[src/rtl/matrix_operand_loader_if.sv]
// -----------------------------------------------------------------------------
// matrix_operand_loader_if
//
// Bundles the two handshakes of the matrix operand loader:
//   stream side  : in_valid / in_data / in_ready (one element or scalar per beat)
//   operand side : operand_valid / operand_ack with the packed A_flat and scalar
//
// Modports:
//   slave  - the loader (consumes the stream, produces the operand)
//   master - the environment (produces the stream, consumes the operand)
// -----------------------------------------------------------------------------
interface matrix_operand_loader_if #(
  parameter int ELEM_W  = 8,
  parameter int DIM_MAX = 5
);
  logic                              in_valid;
  logic [ELEM_W-1:0]                 in_data;
  logic                              in_ready;
  logic                              operand_valid;
  logic                              operand_ack;
  logic [DIM_MAX*DIM_MAX*ELEM_W-1:0] A_flat;
  logic [ELEM_W-1:0]                 scalar;

  modport slave (
    input  in_valid, in_data, operand_ack,
    output in_ready, operand_valid, A_flat, scalar
  );

  modport master (
    output in_valid, in_data, operand_ack,
    input  in_ready, operand_valid, A_flat, scalar
  );
endinterface

[src/rtl/matrix_operand_loader.sv]
// -----------------------------------------------------------------------------
// matrix_operand_loader
//
// Upstream stage of the scalar/matrix ALU. Collects an NxN matrix (N = 2..5,
// row-major, one raw ELEM_W-bit element per beat) and an optional trailing
// scalar from a valid/ready stream, packs the matrix zero-padded into a
// DIM_MAX x DIM_MAX grid (element (r,c) at index r*DIM_MAX+c) and holds the
// operand under a valid/ack handshake until the ALU consumes it.
//
// Ports:
//   clk          system clock, rising edge
//   rst_n        synchronous active-low reset
//   start        one-cycle load request, sampled only in IDLE
//   size         matrix dimension N, valid 2..DIM_MAX, sampled with start
//   with_scalar  expect one scalar beat after the matrix, sampled with start
//   bus          stream + operand handshake (slave modport)
//   busy         high in any state other than IDLE
//   err          one-cycle pulse on a bad size (or on a stream timeout)
//
// Build option:
//   LOADER_TIMEOUT_EN  when defined, a load aborts after 255 consecutive
//                      cycles without a stream beat.
// -----------------------------------------------------------------------------
module matrix_operand_loader #(
  parameter int ELEM_W  = 8,
  parameter int DIM_MAX = 5
) (
  input  logic                          clk,
  input  logic                          rst_n,
  input  logic                          start,
  input  logic [2:0]                    size,
  input  logic                          with_scalar,
  matrix_operand_loader_if.slave        bus,
  output logic                          busy,
  output logic                          err
);

  localparam int NUM_ELEM = DIM_MAX * DIM_MAX;
  localparam int IDX_W    = $clog2(NUM_ELEM);
  localparam logic [2:0] DIM_MAX_S = 3'(DIM_MAX);

  typedef enum logic [1:0] {
    S_IDLE,
    S_LOAD_A,
    S_LOAD_S,
    S_HOLD
  } state_t;

  state_t state, state_nxt;

  logic [ELEM_W-1:0] elem_q [NUM_ELEM];
  logic [ELEM_W-1:0] scalar_q;
  logic [2:0]        row_q, col_q;
  logic [2:0]        n_q;
  logic              ws_q;
  logic              err_q;

  logic [2:0]        n_last;
  logic [IDX_W-1:0]  wr_idx;
  logic              size_ok;

  // Decoded per-cycle events shared by FSM and datapath.
  logic start_ok, start_bad, beat_acc, timeout_hit;
  logic in_ready_c, operand_valid_c;

  assign n_last  = n_q - 3'd1;
  assign wr_idx  = IDX_W'(row_q) * IDX_W'(DIM_MAX) + IDX_W'(col_q);
  assign size_ok = (size >= 3'd2) && (size <= DIM_MAX_S);

`ifdef LOADER_TIMEOUT_EN
  logic [7:0] idle_cnt_q;
`endif

  // ---------------------------------------------------------------------------
  // State register
  // ---------------------------------------------------------------------------
  // NOTE: sequential state uses non-blocking assignments so every flop samples
  // pre-edge values regardless of process ordering.
  always_ff @(posedge clk) begin
    if (!rst_n) state <= S_IDLE;
    else        state <= state_nxt;
  end

  // ---------------------------------------------------------------------------
  // Next-state and output decode
  // ---------------------------------------------------------------------------
  // NOTE: every signal gets a default before the case so no path leaves one
  // unassigned, which would otherwise infer a latch.
  always_comb begin
    state_nxt       = state;
    in_ready_c      = 1'b0;
    operand_valid_c = 1'b0;
    start_ok        = 1'b0;
    start_bad       = 1'b0;
    beat_acc        = 1'b0;
    timeout_hit     = 1'b0;

    case (state)
      S_IDLE: begin
        if (start) begin
          if (size_ok) begin
            start_ok  = 1'b1;
            state_nxt = S_LOAD_A;
          end else begin
            start_bad = 1'b1;
          end
        end
      end

      S_LOAD_A: begin
        in_ready_c = 1'b1;
        if (bus.in_valid) begin
          beat_acc = 1'b1;
          if (row_q == n_last && col_q == n_last)
            state_nxt = ws_q ? S_LOAD_S : S_HOLD;
        end
      end

      S_LOAD_S: begin
        in_ready_c = 1'b1;
        if (bus.in_valid) begin
          beat_acc  = 1'b1;
          state_nxt = S_HOLD;
        end
      end

      S_HOLD: begin
        operand_valid_c = 1'b1;
        if (bus.operand_ack) state_nxt = S_IDLE;
      end

      default: state_nxt = S_IDLE;
    endcase

`ifdef LOADER_TIMEOUT_EN
    // The 255th consecutive empty cycle of a load abandons it.
    if ((state == S_LOAD_A || state == S_LOAD_S) && !bus.in_valid &&
        idle_cnt_q == 8'd254) begin
      timeout_hit = 1'b1;
      state_nxt   = S_IDLE;
    end
`endif
  end

  // ---------------------------------------------------------------------------
  // Operand datapath
  // ---------------------------------------------------------------------------
  // NOTE: the element store is reset explicitly because A_flat must read zero
  // after reset; it is a register file, not an inferred RAM.
  always_ff @(posedge clk) begin
    if (!rst_n) begin
      elem_q   <= '{default: '0};
      scalar_q <= '0;
      row_q    <= '0;
      col_q    <= '0;
      n_q      <= '0;
      ws_q     <= 1'b0;
      err_q    <= 1'b0;
    end else begin
      err_q <= start_bad || timeout_hit;

      if (start_ok) begin
        n_q      <= size;
        ws_q     <= with_scalar;
        elem_q   <= '{default: '0};
        scalar_q <= '0;
        row_q    <= '0;
        col_q    <= '0;
      end else if (timeout_hit) begin
        elem_q   <= '{default: '0};
        scalar_q <= '0;
        row_q    <= '0;
        col_q    <= '0;
      end else if (beat_acc) begin
        if (state == S_LOAD_A) begin
          elem_q[wr_idx] <= bus.in_data;
          if (col_q == n_last) begin
            col_q <= '0;
            row_q <= row_q + 3'd1;
          end else begin
            col_q <= col_q + 3'd1;
          end
        end else begin
          scalar_q <= bus.in_data;
        end
      end
    end
  end

`ifdef LOADER_TIMEOUT_EN
  // Counts consecutive empty cycles while a load is in progress.
  always_ff @(posedge clk) begin
    if (!rst_n) begin
      idle_cnt_q <= '0;
    end else if ((state == S_LOAD_A || state == S_LOAD_S) && !beat_acc &&
                 !timeout_hit) begin
      idle_cnt_q <= idle_cnt_q + 8'd1;
    end else begin
      idle_cnt_q <= '0;
    end
  end
`endif

  // ---------------------------------------------------------------------------
  // Outputs
  // ---------------------------------------------------------------------------
  always_comb begin
    bus.A_flat = '0;
    for (int i = 0; i < NUM_ELEM; i++)
      bus.A_flat[i*ELEM_W +: ELEM_W] = elem_q[i];
  end

  assign bus.scalar        = scalar_q;
  assign bus.in_ready      = in_ready_c;
  assign bus.operand_valid = operand_valid_c;
  assign busy              = (state != S_IDLE);
  assign err               = err_q;

endmodule

[src/flat_wrapper.sv]
// flat-port wrapper written by rule: the top's interface ports become plain ports
module matrix_operand_loader_flat 
#(
  parameter int ELEM_W  = 8,
  parameter int DIM_MAX = 5
)
  (clk, rst_n, start, size, with_scalar, busy, err, bus_in_valid, bus_in_data, bus_operand_ack, bus_in_ready, bus_operand_valid, bus_A_flat, bus_scalar);
  matrix_operand_loader_if #(.ELEM_W(ELEM_W), .DIM_MAX(DIM_MAX)) bus_i ();
  input  logic clk;
  input  logic rst_n;
  input  logic start;
  input  logic [2:0] size;
  input  logic with_scalar;
  output logic busy;
  output logic err;
  input wire logic [$bits(bus_i.in_valid)-1:0] bus_in_valid;
  input wire logic [$bits(bus_i.in_data)-1:0] bus_in_data;
  input wire logic [$bits(bus_i.operand_ack)-1:0] bus_operand_ack;
  output wire logic [$bits(bus_i.in_ready)-1:0] bus_in_ready;
  output wire logic [$bits(bus_i.operand_valid)-1:0] bus_operand_valid;
  output wire logic [$bits(bus_i.A_flat)-1:0] bus_A_flat;
  output wire logic [$bits(bus_i.scalar)-1:0] bus_scalar;
  assign bus_i.in_valid = bus_in_valid;
  assign bus_i.in_data = bus_in_data;
  assign bus_i.operand_ack = bus_operand_ack;
  assign bus_in_ready = bus_i.in_ready;
  assign bus_operand_valid = bus_i.operand_valid;
  assign bus_A_flat = bus_i.A_flat;
  assign bus_scalar = bus_i.scalar;
  matrix_operand_loader #(.ELEM_W(ELEM_W), .DIM_MAX(DIM_MAX)) u_core (.clk(clk), .rst_n(rst_n), .start(start), .size(size), .with_scalar(with_scalar), .bus(bus_i), .busy(busy), .err(err));
endmodule
[config.mk]
export PLATFORM = sky130hd
export DESIGN_NAME = matrix_operand_loader_flat
export DESIGN_NICKNAME = d
export VERILOG_FILES = /design/src/rtl/matrix_operand_loader_if.sv /design/src/rtl/matrix_operand_loader.sv /design/src/flat_wrapper.sv
export SDC_FILE = /design/constraint.sdc
export NUM_CORES = 1
export LEC_CHECK = 0
export ABC_CLOCK_PERIOD_IN_PS = 9000
export CORE_MARGIN = 2
export CORE_UTILIZATION = 54
export CTS_BUF_LIST = sky130_fd_sc_hd__clkbuf_4 sky130_fd_sc_hd__clkbuf_8
export DETAILED_ROUTE_END_ITERATION = 7
export PLACE_DENSITY = 0.88
export SETUP_SLACK_MARGIN = 0.2
export SLEW_MARGIN = 20
export SYNTH_ARGS = -nofsm -noshare
export SYNTH_HDL_FRONTEND = slang
export SYNTH_SLANG_ARGS = --single-unit
[constraint.sdc]
create_clock -name clk -period 9 [get_ports clk]
set_clock_uncertainty 0.1 [all_clocks]
set_input_delay 2.7 -clock clk [delete_from_list [all_inputs] [get_ports clk]]
set_output_delay 2.7 -clock clk [all_outputs]
set_load 0.05 [all_outputs]
==> flow_metrics.tcl <==
set metrics [dict create \
    outcome "finished clean" \
    hold_path.class "flip-flop to flip-flop" \
    fill_cells 1100 \
    synth_cell_types 44 \
    critPathMaxFanout 169 \
    finalSetupTns_ns 0 \
    worst_pin_slew_ns 1.194 \
    syn2layout_area_growth_pct 35.72 \
    drtIter0Drc 371 \
    setup_viol 0 \
    cts.sinks 221 \
    cts_buffer_depth 3 \
    pwr-share-clk_pct 41.0 \
    finalPower_uw 2150 \
    regArea_um2 4424 \
    grt_pass1_wl_mm 34.44 \
    crit_path_start_kind "input pin" \
    slew_headroom_pct 20.23 \
    nets 1082 \
    antenna_violating_nets_post_route 0 \
    synthArstFlopShare_pct 0 \
    multi_input_area_um2 3849 \
    p_switching_uw 576.1 \
    die_h_um 130.0 \
    power.leakage_uw 0.005524 \
    critPathSlowestCell "nor2b_4" \
    peakVddDrop_uv 176.2 \
    dp_cells 1228 \
    p_int_uw 1574 \
    diodes 0 \
    die_x_um 130.0 \
    cp.arrival_ns 5.96 \
    synth_edf_count 0 \
    p_per_area_nw_per_um2 184.9 \
    yosysSeqAreaShare_pct 51.64 \
    drc 0 \
    hold_depth 2 \
    clk_latency_ns 0.50 \
    gp_congestion 0.8040 \
    post_drt_wl_per_cell_um 17.35 \
    postCtsHoldBufs 0 \
    synth.top_cells.by_count "nand2_1, dfxtp_1, mux2i_1, buf_2, nor2_1" \
    layout.cells.non_filler 1289 \
    port_buffers 228 \
    num_vias 6681 \
    slew_viol_final 0 \
    io_pins 229 \
    synth_top_cell_area_share_pct 51.64 \
    cts.clk_slew.worst_paths_ns 0.06 \
    synth_flop_cell "dfxtp_1" \
    placementRows 46 \
    avgSynthCellArea_um2 10.28 \
    via_per_inst 5.183 \
    grt_max_degree 170 \
    grt.overflow.total 0 \
    die_area_um2 16890 \
    synth_area_leader_cell "dfxtp_1" \
    period_needed_ns 5.657 \
    synth_fp_nets 866 \
    hold_viol 0 \
    synth_area_leaders "dfxtp_1, mux2i_1, nand2_1" \
    cp_data_required_time_ns 9.31 \
    dpl.hpwl_mm 14.67 \
    period_share_pct 62.86 \
    drive_gt1_share_pct 8.015 \
    max_freq_mhz 176.8 \
    cts_resized 0 \
    cts_setup_buffers 0 \
    cts_tree "yes" \
    p_seq_share_pct 46.8 \
    grt.total_usage_pct 25.84 \
    start_util_pct 54.52 \
    htree_levels 2 \
    yosysWarnings 0 \
    antenna_found_initial 0 \
    timing.hold.ws_ns 0.3568 \
    r2r_setup_slack_ns 5.34 \
    rr_worst_depth 8 \
    cp-end-kind "flip-flop" \
    routed_wl_mm 22.37 \
    syn_inst 833 \
    p_comb_share_pct 12.1 \
    slowest_delay_ns 0.74 \
    switching_share_pct 26.79 \
    drt_pre_antenna_iters 4 \
    crit_chain "clkdlybuf4s50_1 > xor2_1 > and2b_1 > nor2b_4 > buf_12 > nand2_1 > mux2i_1" \
    cap_viol_max_count 0 \
    cts_buffers 35 \
    grt_pass1_vias 6493 \
    cts-root-buf "clkbuf_8" \
    syn_area_um2 8567 \
    core_um2 15710 \
    synth.most_common_cell "nand2_1" \
    critPathKind "input pin to flip-flop" \
    ys_ff_latch 221 \
    grt_setup_unrepaired "no" \
]
## per-layer routing
layer | vias up | GRT usage, % | wire, um
met5 | - | 0 | 0
met4 | 0 | 11.70 | 843
met3 | 65 | 5.535 | 1215
met2 | 209 | 43.36 | 11060
met1 | 3205 | 32.05 | 9244
li1 | 3202 | - | -
## stage by stage
stage	utilization [%]	area [um^2]	setup slack [ns]
detailed placement	69.29	10890	2.725
global route	74.00	11630	2.934
global placement	69.27	10880	2.813
CTS	74.00	11630	3.257
floorplan	-	8567	4.918
finish	74.00	11630	3.343
## worst max-delay path: cells and delay by family
family | cells | cell delay, ns
buffers and inverters | 2 | 1.04
multiplexers | 1 | 0.33
AND/OR/NAND/NOR | 3 | 1.67
XOR/XNOR | 1 | 0.20
## layout by cell type (no fill, tap or decap), drive strengths merged, types with 2 or more instances in the layout
master         count
nand2            236
clkdlybuf4s50    228
dfxtp            221
mux2i            213
clkbuf            55
nor2              23
ha                15
inv                7
xnor2              7
nand3              6
clkinv             6
xor2               5
nand3b             5
or3                5
nand2b             4
o21ai              4
a21oi              3
nor2b              3
buf                3
and2               2
or4                2
a31oi              2
nor3               2
or3b               2
## sequential cells by signal, summed over array words and instances (netlist names)
signal             flops
u_core.col_q           3
u_core.bus.A_flat    200
u_core.ws_q            1
u_core.row_q           3
u_core.bus.scalar      8
u_core.state           2
u_core.n_q             3
u_core.err             1
## kinds of logic (layout without fill, tap and decap cells)
logic type | count (synthesis) | after routing | share of synthesized area [%]
buffers and inverters | 59 | 299 | 3.549
muxes | 213 | 213 | 24.89
adders and majority gates | 16 | 16 | 2.424
and+or+nand+nor | 294 | 294 | 14.72
DFF | 221 | 221 | 51.64
xor gates and xnor gates | 13 | 13 | 1.504
AOI/OAI and AO/OA | 17 | 17 | 1.271
## worst paths after layout
kind                    startpoint                    end
max                        size[2]  u_core.bus.A_flat[67]
min          u_core.bus.A_flat[11]  u_core.bus.A_flat[11]
max reg2reg        u_core.state[0]  u_core.bus.A_flat[67]
min reg2reg  u_core.bus.A_flat[11]  u_core.bus.A_flat[11]
## power groups by stage
stage	Clock [uW]	Sequential, uW	Combinational, uW
after detailed placement	0	1030	259
final	883	1010	261
after CTS	892	1010	261
after floorplan	0	1060	160
after global placement	0	1030	256
after global routing	934	1010	280
## cell type report
| type | instances | share of cell area [%] |
|---|---|---|
| clock buffers | 55 | 6.080 |
| multi-input cells | 553 | 33.10 |
| inverters | 7 | 0.2260 |
| clock inverters | 6 | 0.2905 |
| well taps | 216 | 2.324 |
| flip-flops and latches | 221 | 38.05 |
| repair buffers | 231 | 19.93 |
No activity file was read; power rests on OpenSTA's default activity.
